==> src/rtl/pong_pkg.sv <==
// pong_pkg: shared types and constants for the pong match sequencer.
//   state_e        match FSM states
//   DIR_LEFT/RIGHT serve direction encoding
//   ENT_*          entropy[4:3] codes per serve direction
//   LFSR_SEED      reset value of the serve-randomising LFSR
//   make_entropy   builds the 5-bit serve code from direction and LFSR bits
//   sat_inc4       4-bit saturating increment used by the score counters
package pong_pkg;

  typedef enum logic [2:0] {
    ST_IDLE,
    ST_SERVE,
    ST_RALLY,
    ST_POINT,
    ST_GAMEOVER
  } state_e;

  localparam logic DIR_LEFT  = 1'b0;
  localparam logic DIR_RIGHT = 1'b1;

  // Serving left uses codes {00,11}; serving right uses {01,10}.
  // lfsr[3] chooses between the two codes of a side.
  localparam logic [1:0] ENT_LEFT_A  = 2'b00;
  localparam logic [1:0] ENT_LEFT_B  = 2'b11;
  localparam logic [1:0] ENT_RIGHT_A = 2'b01;
  localparam logic [1:0] ENT_RIGHT_B = 2'b10;

  localparam logic [15:0] LFSR_SEED = 16'hACE1;

  function automatic logic [4:0] make_entropy(input logic dir, input logic [3:0] rnd);
    logic [1:0] code;
    if (dir == DIR_LEFT) code = rnd[3] ? ENT_LEFT_B  : ENT_LEFT_A;
    else                 code = rnd[3] ? ENT_RIGHT_B : ENT_RIGHT_A;
    return {code, rnd[2:0]};
  endfunction

  function automatic logic [3:0] sat_inc4(input logic [3:0] v);
    return (v == 4'hF) ? v : v + 4'd1;
  endfunction

endpackage

==> src/rtl/lfsr16.sv <==
// lfsr16: free-running 16-bit Fibonacci LFSR, taps 16,14,13,11.
//   clk      system clock
//   reset_n  synchronous active-low reset, loads LFSR_SEED
//   state    current LFSR contents (never all-zero)
module lfsr16
  import pong_pkg::*;
(
  input  logic        clk,
  input  logic        reset_n,
  output logic [15:0] state
);

  logic [15:0] state_q, state_d;
  logic        fb;

  always_comb begin
    fb      = state_q[15] ^ state_q[13] ^ state_q[12] ^ state_q[10];
    state_d = {state_q[14:0], fb};
    // A maximal-length sequence never reaches zero from a non-zero seed;
    // this only recovers from a corrupted (e.g. upset) register.
    if (state_d == '0) state_d = LFSR_SEED;
  end

  always_ff @(posedge clk) begin
    if (!reset_n) state_q <= LFSR_SEED;
    else          state_q <= state_d;
  end

  assign state = state_q;

endmodule

==> src/rtl/match_ctrl.sv <==
// match_ctrl: match sequencer for the pong ball datapath.
//   Runs IDLE -> SERVE (ball held centred) -> RALLY (speed ramp) ->
//   POINT (score) -> SERVE ... -> GAMEOVER. All outputs are registered.
// Ports:
//   clk, reset_n          clock, synchronous active-low reset
//   start                 synchronised start button (rising edge used)
//   out_left, out_right   ball exited left / right edge (RALLY only)
//   ball_reset            holds ball centred; low only in RALLY
//   speed                 ball speed, START_SPEED..MAX_SPEED
//   entropy               serve direction/angle code, loaded on SERVE entry
//   score_l, score_r      player scores (saturate at 15)
//   game_over, winner     end of match and winning side (0 left, 1 right)
module match_ctrl
  import pong_pkg::*;
#(
  parameter int SERVE_TICKS = 2000,
  parameter int RAMP_TICKS  = 4000,
  parameter int START_SPEED = 4,
  parameter int MAX_SPEED   = 15,
  parameter int WIN_SCORE   = 9
) (
  input  logic              clk,
  input  logic              reset_n,
  input  logic              start,
  input  logic              out_left,
  input  logic              out_right,
  output logic              ball_reset,
  output logic signed [4:0] speed,
  output logic [4:0]        entropy,
  output logic [3:0]        score_l,
  output logic [3:0]        score_r,
  output logic              game_over,
  output logic              winner
);

  localparam int CNT_W  = (SERVE_TICKS > 1) ? $clog2(SERVE_TICKS) : 1;
  localparam int RAMP_W = (RAMP_TICKS  > 1) ? $clog2(RAMP_TICKS)  : 1;

  localparam logic [CNT_W-1:0]  CNT_LAST  = CNT_W'(SERVE_TICKS - 1);
  localparam logic [RAMP_W-1:0] RAMP_LAST = RAMP_W'(RAMP_TICKS - 1);
  localparam logic signed [4:0] SPD_START = 5'(START_SPEED);
  localparam logic signed [4:0] SPD_MAX   = 5'(MAX_SPEED);
  localparam logic [3:0]        WIN       = 4'(WIN_SCORE);

  state_e              state_q, state_d;
  logic                start_q, start_d;
  logic [CNT_W-1:0]    cnt_q, cnt_d;
  logic [RAMP_W-1:0]   ramp_cnt_q, ramp_cnt_d;
  logic signed [4:0]   speed_q, speed_d;
  logic                dir_q, dir_d;
  logic [4:0]          entropy_q, entropy_d;
  logic [3:0]          score_l_q, score_l_d;
  logic [3:0]          score_r_q, score_r_d;
  logic                winner_q, winner_d;
  logic                game_over_q, game_over_d;
  logic                ball_reset_q, ball_reset_d;

  logic                start_rise;
  logic                load_ent;
  logic [15:0]         lfsr;
  logic                unused_lfsr;

  lfsr16 u_lfsr (
    .clk     (clk),
    .reset_n (reset_n),
    .state   (lfsr)
  );

  // Only the low nibble feeds the serve code.
  assign unused_lfsr = ^lfsr[15:4];

  assign start_rise = start & ~start_q;

  always_comb begin
    state_d    = state_q;
    start_d    = start;
    cnt_d      = cnt_q;
    ramp_cnt_d = ramp_cnt_q;
    speed_d    = speed_q;
    dir_d      = dir_q;
    entropy_d  = entropy_q;
    score_l_d  = score_l_q;
    score_r_d  = score_r_q;
    winner_d   = winner_q;
    load_ent   = 1'b0;

    case (state_q)
      ST_IDLE, ST_GAMEOVER: begin
        if (start_rise) begin
          state_d   = ST_SERVE;
          score_l_d = '0;
          score_r_d = '0;
          dir_d     = DIR_RIGHT;
          cnt_d     = '0;
          load_ent  = 1'b1;
        end
      end

      ST_SERVE: begin
        if (cnt_q == CNT_LAST) begin
          state_d    = ST_RALLY;
          speed_d    = SPD_START;
          ramp_cnt_d = '0;
        end else begin
          cnt_d = cnt_q + 1'b1;
        end
      end

      ST_RALLY: begin
        // Ball events take priority over the speed ramp.
        if (out_left && out_right) begin
          // Let: re-serve in the same direction, no score.
          state_d  = ST_SERVE;
          cnt_d    = '0;
          load_ent = 1'b1;
        end else if (out_left) begin
          state_d   = ST_POINT;
          score_r_d = sat_inc4(score_r_q);
          dir_d     = DIR_LEFT;
        end else if (out_right) begin
          state_d   = ST_POINT;
          score_l_d = sat_inc4(score_l_q);
          dir_d     = DIR_RIGHT;
        end else if (ramp_cnt_q == RAMP_LAST) begin
          ramp_cnt_d = '0;
          if (speed_q < SPD_MAX) speed_d = speed_q + 5'sd1;
        end else begin
          ramp_cnt_d = ramp_cnt_q + 1'b1;
        end
      end

      ST_POINT: begin
        if (score_l_q == WIN) begin
          state_d  = ST_GAMEOVER;
          winner_d = 1'b0;
        end else if (score_r_q == WIN) begin
          state_d  = ST_GAMEOVER;
          winner_d = 1'b1;
        end else begin
          state_d  = ST_SERVE;
          cnt_d    = '0;
          load_ent = 1'b1;
        end
      end

      default: state_d = ST_IDLE;
    endcase

    // Serve code uses the direction chosen on this same transition.
    if (load_ent) entropy_d = make_entropy(dir_d, lfsr[3:0]);

    // Decoded from the next state so these outputs stay registered and
    // aligned with state_q.
    ball_reset_d = (state_d != ST_RALLY);
    game_over_d  = (state_d == ST_GAMEOVER);
  end

  always_ff @(posedge clk) begin
    if (!reset_n) begin
      state_q      <= ST_IDLE;
      start_q      <= 1'b0;
      cnt_q        <= '0;
      ramp_cnt_q   <= '0;
      speed_q      <= SPD_START;
      dir_q        <= DIR_RIGHT;
      entropy_q    <= '0;
      score_l_q    <= '0;
      score_r_q    <= '0;
      winner_q     <= 1'b0;
      game_over_q  <= 1'b0;
      ball_reset_q <= 1'b1;
    end else begin
      state_q      <= state_d;
      start_q      <= start_d;
      cnt_q        <= cnt_d;
      ramp_cnt_q   <= ramp_cnt_d;
      speed_q      <= speed_d;
      dir_q        <= dir_d;
      entropy_q    <= entropy_d;
      score_l_q    <= score_l_d;
      score_r_q    <= score_r_d;
      winner_q     <= winner_d;
      game_over_q  <= game_over_d;
      ball_reset_q <= ball_reset_d;
    end
  end

  assign ball_reset = ball_reset_q;
  assign speed      = speed_q;
  assign entropy    = entropy_q;
  assign score_l    = score_l_q;
  assign score_r    = score_r_q;
  assign game_over  = game_over_q;
  assign winner     = winner_q;

endmodule

==> config.mk <==
export PLATFORM = sky130hd
export DESIGN_NAME = match_ctrl
export DESIGN_NICKNAME = d
export VERILOG_FILES = /design/src/rtl/pong_pkg.sv /design/src/rtl/lfsr16.sv /design/src/rtl/match_ctrl.sv
export SDC_FILE = /design/constraint.sdc
export NUM_CORES = 1
export LEC_CHECK = 0
export CAP_MARGIN = 25
export CORE_MARGIN = 2
export CORE_UTILIZATION = 57
export CTS_CLUSTER_DIAMETER = 150
export CTS_CLUSTER_SIZE = 20
export DETAILED_ROUTE_END_ITERATION = 10
export PLACE_DENSITY = 0.79
export SETUP_SLACK_MARGIN = 0.05
export SYNTH_ARGS = -nofsm -noshare
export SYNTH_HDL_FRONTEND = slang
export SYNTH_SLANG_ARGS = --single-unit
==> constraint.sdc <==
create_clock -name clk -period 2.7 [get_ports clk]
set_input_delay 0.54 -clock clk [delete_from_list [all_inputs] [get_ports clk]]
set_output_delay 0.54 -clock clk [all_outputs]
set_load 0.005 [all_outputs]
==> metrics.md, run 1 <==
| Metric | Value |
|---|---|
| EDFF count, synth | 0 |
| Buffer depth of the longest clock path | 2 |
| CTS Hold Bufs | 0 |
| Mapped Area | 2900 µm² |
| Req. time, crit path | slightly below 3000 ps |
| Initial Util | 60.1% |
| R2R cell count | 7 |
| Drt wl/cell | roughly 14 µm |
| Setup crit start kind | input port |
| Root Driver | clkbuf_8 |
| Unique cell type count in the Yosys netlist | 47 |
| Int Pwr | around 0.0016 W |
| Register area share after synthesis | 44.9% |
| Total GRT Usage | approximately 23% |
| Nets | 374 |
| Post_cts resized | 0 |
| Main synth FF type | dfxtp_1 |
| Fin. max-slew vios | 0 |
| Most frequent cell after synthesis | dfxtp_1 |
| Post-route clock period utilization | between 80 and 90% |
| Drt total wl | 5900 µm |
| Compound-gate portion of the synthesized area | between 10% and 20% |
| CORE AREA | 4820 µm² |
| Peak VDD IR | 0.000426 V |
| Largest net degree at the start of global routing | 18 |
| Synth-to-layout area growth | 20.1% |
| P_leak | ~1.2 nW |
| Hold depth | 1 |
| Crit path kind | in2reg |
| Antenna violations before repair | 0 |
| Area share of the largest cell type after synthesis | between 40 and 50% |
| PD cells | roughly 600 nW/µm² |
| Starting DRT DRC Count | 136 |
| Outcome | complete, no violations |
| Die Wd | roughly 75 µm |
| I/O pins | 26 |
| Multi-input gate area | 1520 µm² |
| Crit Path Max Fanout | 12 |
| Slew margin rel. | 53.9% |
| Syn nets | 339 |
| Number of port buffers | 25 |
| CP cell instances | clkdlybuf4s50_1 -> or4b_4 -> o21ai_2 -> nand4_1 -> buf_4 -> or3_1 -> a21oi_1 |
| Postcts setup bufs | 0 |
| Sequential Power Share | about half |
| Vias in the first global route | 2194 |
| Most frequent cells after synthesis | 65 x dfxtp_1, 31 x nor2_1, 27 x a21oi_1 |
| FFs w/ async S/R, synth | 0% |
| H-tree depth | 3 |
| Type of the tightest min-delay check | reg2reg |
| Synth area leader | dfxtp_1 |
| Number of synthesized register bits | 65 |
| Vias | 2485 |
| Avg Cell Area, Syn | 8.86 µm² |
| Clk pwr share | 44.7% |
| Post-Synth Simple-Gate Area | ~28% |
| Non-filler instance count after layout | roughly 430 |
| Site row count | 25 |
| DR pass1 iterations | 4 |
| Clock sink count | 65 |
| Drt drc | 0 |
| Switching Share | 24.1% |
| GR Overflow Total | 0 |
| Clock Pin Slew Worst Setup and Hold Paths | 80 ps |
| Total placed cells including tap cells | 418 |
| Die Ht | between 70 and 80 µm |
| Main combinational cell family by area after synthesis | simple AND/OR/NAND/NOR gates |
| Fraction of layout cells with a size suffix above 1 | about 9.0% |
| Yosys Warn Count | 0 |
| Post-synthesis mux area share | 1.73% |
| Clk_lat worst skew | 350 ps |
| Fin. Hold Viols | 0 |
| Post-Route Skew | 6.74 ps |
| Synthesized instance count | 327 |
| Dpl hpwl | approximately 4200 µm |
| RSZ-0062 raised after global routing | no |
| CTS tree | yes |
| Final setup margin | 325 ps |
| Synth area leaders | dfxtp_1 45%, a21oi_1 4.7%, nor2_1 4.0%, nand2_1 3.1%, ha_1 3.0% |
| Fin crit period | 2380 ps |
| Post-synthesis adder-cell area fraction | 3.02% |
| Routed vias/inst | between 5 and 6 |
| Die area | 5670 µm² |
| F_max | roughly 0.42 GHz |
| Total Negative Setup Slacks | 0 ps |
| Pre-CTS setup slack | -6.09 ps |
| Xor-xnor portion of the synthesized cell area | 5.44% |
| RePlAce Congestion | ~0.85 |
| Sequential standard cell area | approximately 1300 µm² |
| Post-route antenna net violation count | 0 |
| N_diodes | 0 |
| Switch Pwr | ~0.0005 W |
| Crit path largest cell delay | 490 ps |
| Power share of the combinational group | between 6 and 7% |
| Arr. time, crit path | 2640 ps |
| Setup Viol. Count Final | 0 |
| Total CTS buffers | 9 |
| Total of max-cap violations | 0 |
| Cell with the largest stage delay on the worst path | or4b_4 |
| Critical Path Sink Type | flip-flop |
| Utilization after layout | 72.2% |
| First-pass GRT wire length | 9880 µm |
| Final-layout fill cell count | 398 |
| Worst-margin pin slew | 690 ps |
logic make-up after synthesis:
group,Yosys count
compound gates,70
fa+ha+maj,7
buf+inv,18
flops,65
simple gates,144
mux,5
xor+xnor,18
cell type report:
class | instances | area share [%]
flip-flops and latches | 65 | 37.4
well taps | 67 | 2.41
repair buffers | 35 | 9.35
clock buffers | 9 | 3.56
inverters | 7 | 0.755
multi-input cells | 244 | 43.6
clock inverters | 7 | 2.91
final timing paths:
path                                                 start                    endpoint  slack (ps)
worst max-delay path                                 start       cnt_q[3]$_SDFFE_PN0P_         320
worst min-delay path            u_lfsr.state[5]$_SDFF_PP1_  u_lfsr.state[6]$_SDFF_PP1_         450
worst max register to register       cnt_q[0]$_SDFFE_PN0P_       cnt_q[3]$_SDFFE_PN0P_         430
worst min register to register  u_lfsr.state[5]$_SDFF_PP1_  u_lfsr.state[6]$_SDFF_PP1_         450
power by group through the flow:
stage / logic [W] / clock network [W] / registers, W
after floorplan: 0.0000908 / 0 / 0.00103
after global placement: 0.000136 / 0 / 0.00104
after detailed placement: 0.000139 / 0 / 0.00104
after CTS: 0.000141 / 0.000947 / 0.00101
after global routing: 0.000157 / 0.000975 / 0.00102
final: 0.000140 / 0.000933 / 0.00101
registers in the layout, indices dropped and copies added, names as in the netlist:
signal and cells:
ball_reset 1, cnt_q 11, dir_q 1, entropy 5
game_over 1, ramp_cnt_q 12, score_l 4, score_r 4
speed 5, start_q 1, state_q 3, u_lfsr.state 16
winner 1
worst max-delay path: cells and delay by family:
family,cells,cell delay (ps)
AO/OA/AOI/OAI,2,240
buffers and inverters,2,770
AND/OR/NAND/NOR,3,1080
metrics by stage:
stage | power (W) | area (µm²) | hold slack (ps)
after global placement | 0.00117 | 3250 | 421
after CTS | 0.00210 | 3480 | 450
final | 0.00209 | 3480 | 449
after floorplan | 0.00112 | 2900 | 412
after global routing | 0.00215 | 3480 | 468
after detailed placement | 0.00117 | 3250 | 430
routing by layer:
metal / up-vias / wire [µm] / track usage [%]
li1: 1265 / - / -
met1: 1158 / 2800 / 30.5
met2: 54 / 2740 / 35.6
met3: 8 / 275 / 4.28
met4: 0 / 88 / 11.9
met5: - / 0 / 0
layout by cell type, fill, tap and decap left out, types with 8 or more instances in the layout:
cell type        instances
dfxtp_1                 65
nor2_1                  31
a21oi_1                 27
clkdlybuf4s50_1         25
nand2_1                 24
o21ai_0                 17
nand3_1                 13
nand4_1                 12
and2_1                  11
xnor2_1                 10
buf_4                   10
nand2b_1                 9
clkbuf_8                 9
xor2_1                   8
or3_1                    8
Power figures use the tool's default switching activity.
==> run 2, diff against run 1 <==
--- a/config.mk
+++ b/config.mk
@@ -11,6 +11,7 @@
 export CTS_CLUSTER_DIAMETER = 150
 export CTS_CLUSTER_SIZE = 20
 export DETAILED_ROUTE_END_ITERATION = 10
+export MAX_ROUTING_LAYER = met4
 export PLACE_DENSITY = 0.79
 export SETUP_SLACK_MARGIN = 0.05
 export SYNTH_ARGS = -nofsm -noshare
==> run 2 against run 1 <==
Against the previous run:
- sequential power is essentially flat
- die area is the same
- sequential share of layout area is the same
- via count is essentially flat
- sequential cell count is the same
- critical path type unchanged
==> metrics.md, run 2 (same netlist as run 1, synthesis figures left out) <==
| Metric | Value |
|---|---|
| Outcome | complete, no violations |
| Setup Viol. Count Final | 0 (unchanged) |
| Post-route antenna net violation count | 0 (unchanged) |
| Slew margin rel. | 53.6% (-0.31 points) |
| Pre-CTS setup slack | -6.09 ps (unchanged) |
| CTS tree | yes |
| CTS Hold Bufs | 0 (unchanged) |
| Crit path kind | in2reg |
| First-pass GRT wire length | 9880 µm (unchanged) |
| Clk_lat worst skew | 350 ps (about the same) |
| N_diodes | 0 (unchanged) |
| Power share of the combinational group | 6.7% (about the same) |
| Design Area, Final | 3480 µm² (unchanged) |
| Worst Setup EP | cnt_q[3]$_SDFFE_PN0P_ |
| Clock sink count | 65 (unchanged) |
| Dpl hpwl | 4150 µm (unchanged) |
| Worst-margin pin slew | 694 ps (+4.57 ps) |
| Number of port buffers | 25 (unchanged) |
| R2R cell count | 7 (unchanged) |
| I/O pins | 26 (unchanged) |
| Placed cell area | 3250 µm² (unchanged) |
| Critical Path Sink Type | flip-flop |
| Root Driver | clkbuf_8 |
| Int Pwr | 0.00158 W (about the same) |
| Total CTS buffers | 9 (unchanged) |
| F_max | 0.421 GHz (about the same) |
| Drt drc | 0 (unchanged) |
| Fin. max-slew vios | 0 (unchanged) |
| Total GRT Usage | 23.7% (+0.71 points) |
| Post-Route Skew | 7.92 ps (+1.18 ps) |
| Clk pwr share | 44.7% (about the same) |
| Most common cell after layout, fill and taps aside | dfxtp_1 |
| Nets | 374 (unchanged) |
| Largest net degree at the start of global routing | 18 (unchanged) |
| Switching Share | 24.2% (+0.057 points) |
| Total of max-cap violations | 0 (unchanged) |
| Leading cell types in the layout, fill and taps excluded | 65 x dfxtp_1, 31 x nor2_1, 27 x a21oi_1 |
| Largest register FFs | 16 (unchanged) |
| P_leak | 1.24 nW (unchanged) |
| Buffer depth of the longest clock path | 2 (unchanged) |
| RePlAce Congestion | 0.866 (+1.6%) |
| Fin. Hold Viols | 0 (unchanged) |
| Routed vias/inst | 5.72 (about the same) |
| Post_cts resized | 0 (unchanged) |
| Setup crit start kind | input port |
| H-tree depth | 3 (unchanged) |
| Switch Pwr | 0.000505 W (+0.32%) |
| Crit. Startpoint | start |
| RSZ-0062 raised after global routing | no |
| Initial Util | 60.1% (unchanged) |
| Die Wd | 75.3 µm (unchanged) |
| CORE AREA | 4820 µm² (unchanged) |
| Vias | 2483 (-0.080%) |
| Site row count | 25 (unchanged) |
| Postcts setup bufs | 0 (unchanged) |
| Starting DRT DRC Count | 142 (+4.4%) |
| GR Overflow Total | 0 (unchanged) |
| Vias in the first global route | 2199 (+0.23%) |
| Arr. time, crit path | 2640 ps (about the same) |
| Peak VDD IR | 0.000426 V (about the same) |
| Drt total wl | 5900 µm (about the same) |
| Final hold slack | 448 ps (-0.409 ps) |
| Crit Path Max Fanout | 12 (unchanged) |
| Flop-to-flop setup slack | 430 ps (about the same) |
| Drt wl/cell | 13.6 µm (about the same) |
| Fin crit period | 2380 ps (+0.876 ps) |
| Antenna violations before repair | 0 (unchanged) |
| Die area | 5670 µm² (unchanged) |
| PD cells | 600 nW/µm² (about the same) |
| Final setup margin | 324 ps (-0.876 ps) |
| Worst r2r src | cnt_q[0]$_SDFFE_PN0P_ |
| Die Ht | 75.3 µm (unchanged) |
| Utilization after layout | 72.2% (unchanged) |
| Post-route clock period utilization | 88.0% (about the same) |
| Synth-to-layout area growth | 20.1% (unchanged) |
| Reg-to-reg endpoint | cnt_q[3]$_SDFFE_PN0P_ |
| DR pass1 iterations | 4 (unchanged) |
| Total Negative Setup Slacks | 0 ps (unchanged) |
| Fraction of layout cells with a size suffix above 1 | 8.99% (unchanged) |
| Sequential Power Share | 48.5% (about the same) |
| Type of the tightest min-delay check | reg2reg |
| Clock Pin Slew Worst Setup and Hold Paths | 80 ps (about the same) |
| Req. time, crit path | 2970 ps (about the same) |
==> run 2: cell counts in the layout (fill, tap and decap cells not counted) <==
No cell type changed its count.
==> run 2: worst min path at each step <==
stage	from	endpoint	depth (start not counted)
6_report	u_lfsr.state[5]$_SDFF_PP1_	u_lfsr.state[6]$_SDFF_PP1_	1
5_1_grt	u_lfsr.state[6]$_SDFF_PP1_	u_lfsr.state[7]$_SDFF_PP1_	1
4_1_cts	u_lfsr.state[5]$_SDFF_PP1_	u_lfsr.state[6]$_SDFF_PP1_	1
3_5_place_dp	u_lfsr.state[5]$_SDFF_PP1_	u_lfsr.state[6]$_SDFF_PP1_	1
3_3_place_gp	u_lfsr.state[5]$_SDFF_PP1_	u_lfsr.state[6]$_SDFF_PP1_	1
2_1_floorplan	u_lfsr.state[5]$_SDFF_PP1_	u_lfsr.state[6]$_SDFF_PP1_	1
==> run 2: critical path, cell delays in order <==
cell and delay, ps:
clkdlybuf4s50_1 480, or4b_4 490, o21ai_2 70, nand4_1 290, buf_4 290, or3_1 300
a21oi_1 170
==> run 2: area by class of cell <==
type / count / area, µm²
Fill cell: 398 / 1340
Multi-Input combinational cell: 244 / 1520
Tap cell: 67 / 83.8
Clock buffer: 9 / 124
Timing Repair Buffer: 35 / 325
Clock inverter: 7 / 101
Inverter: 7 / 26.3
Sequential cell: 65 / 1300
==> run 2: metal layers <==
| metal | part of all wire (%) | vias to the layer above | wire length [µm] | track usage (%) |
|---|---|---|---|---|
| met3 | 3.5 | 9 | 209 | 4.28 |
| met4 | 1.9 | 0 | 111 | 11.9 |
| met1 | 48 | 1168 | 2840 | 30.6 |
| li1 | - | 1263 | - | - |
| met5 | 0 | - | 0 | - |
| met2 | 46 | 43 | 2740 | 35.5 |
==> run 2: per-stage QoR <==
| step | power (W) | instances |
|---|---|---|
| 2_1_floorplan | 0.00112 | 327 |
| 3_5_place_dp | 0.00117 | 418 |
| 6_report | 0.00209 | 434 |
| 3_3_place_gp | 0.00117 | 418 |
| 5_1_grt | 0.00215 | 434 |
| 4_1_cts | 0.00210 | 434 |
==> run 2: power groups by stage <==
stage          Combinational [W]  Sequential (W)  Clock, W
4_1_cts                 0.000141         0.00101  0.000947
2_1_floorplan          0.0000908         0.00103         0
3_5_place_dp            0.000139         0.00104         0
5_1_grt                 0.000157         0.00102  0.000976
6_report                0.000141         0.00101  0.000934
3_3_place_gp            0.000136         0.00104         0
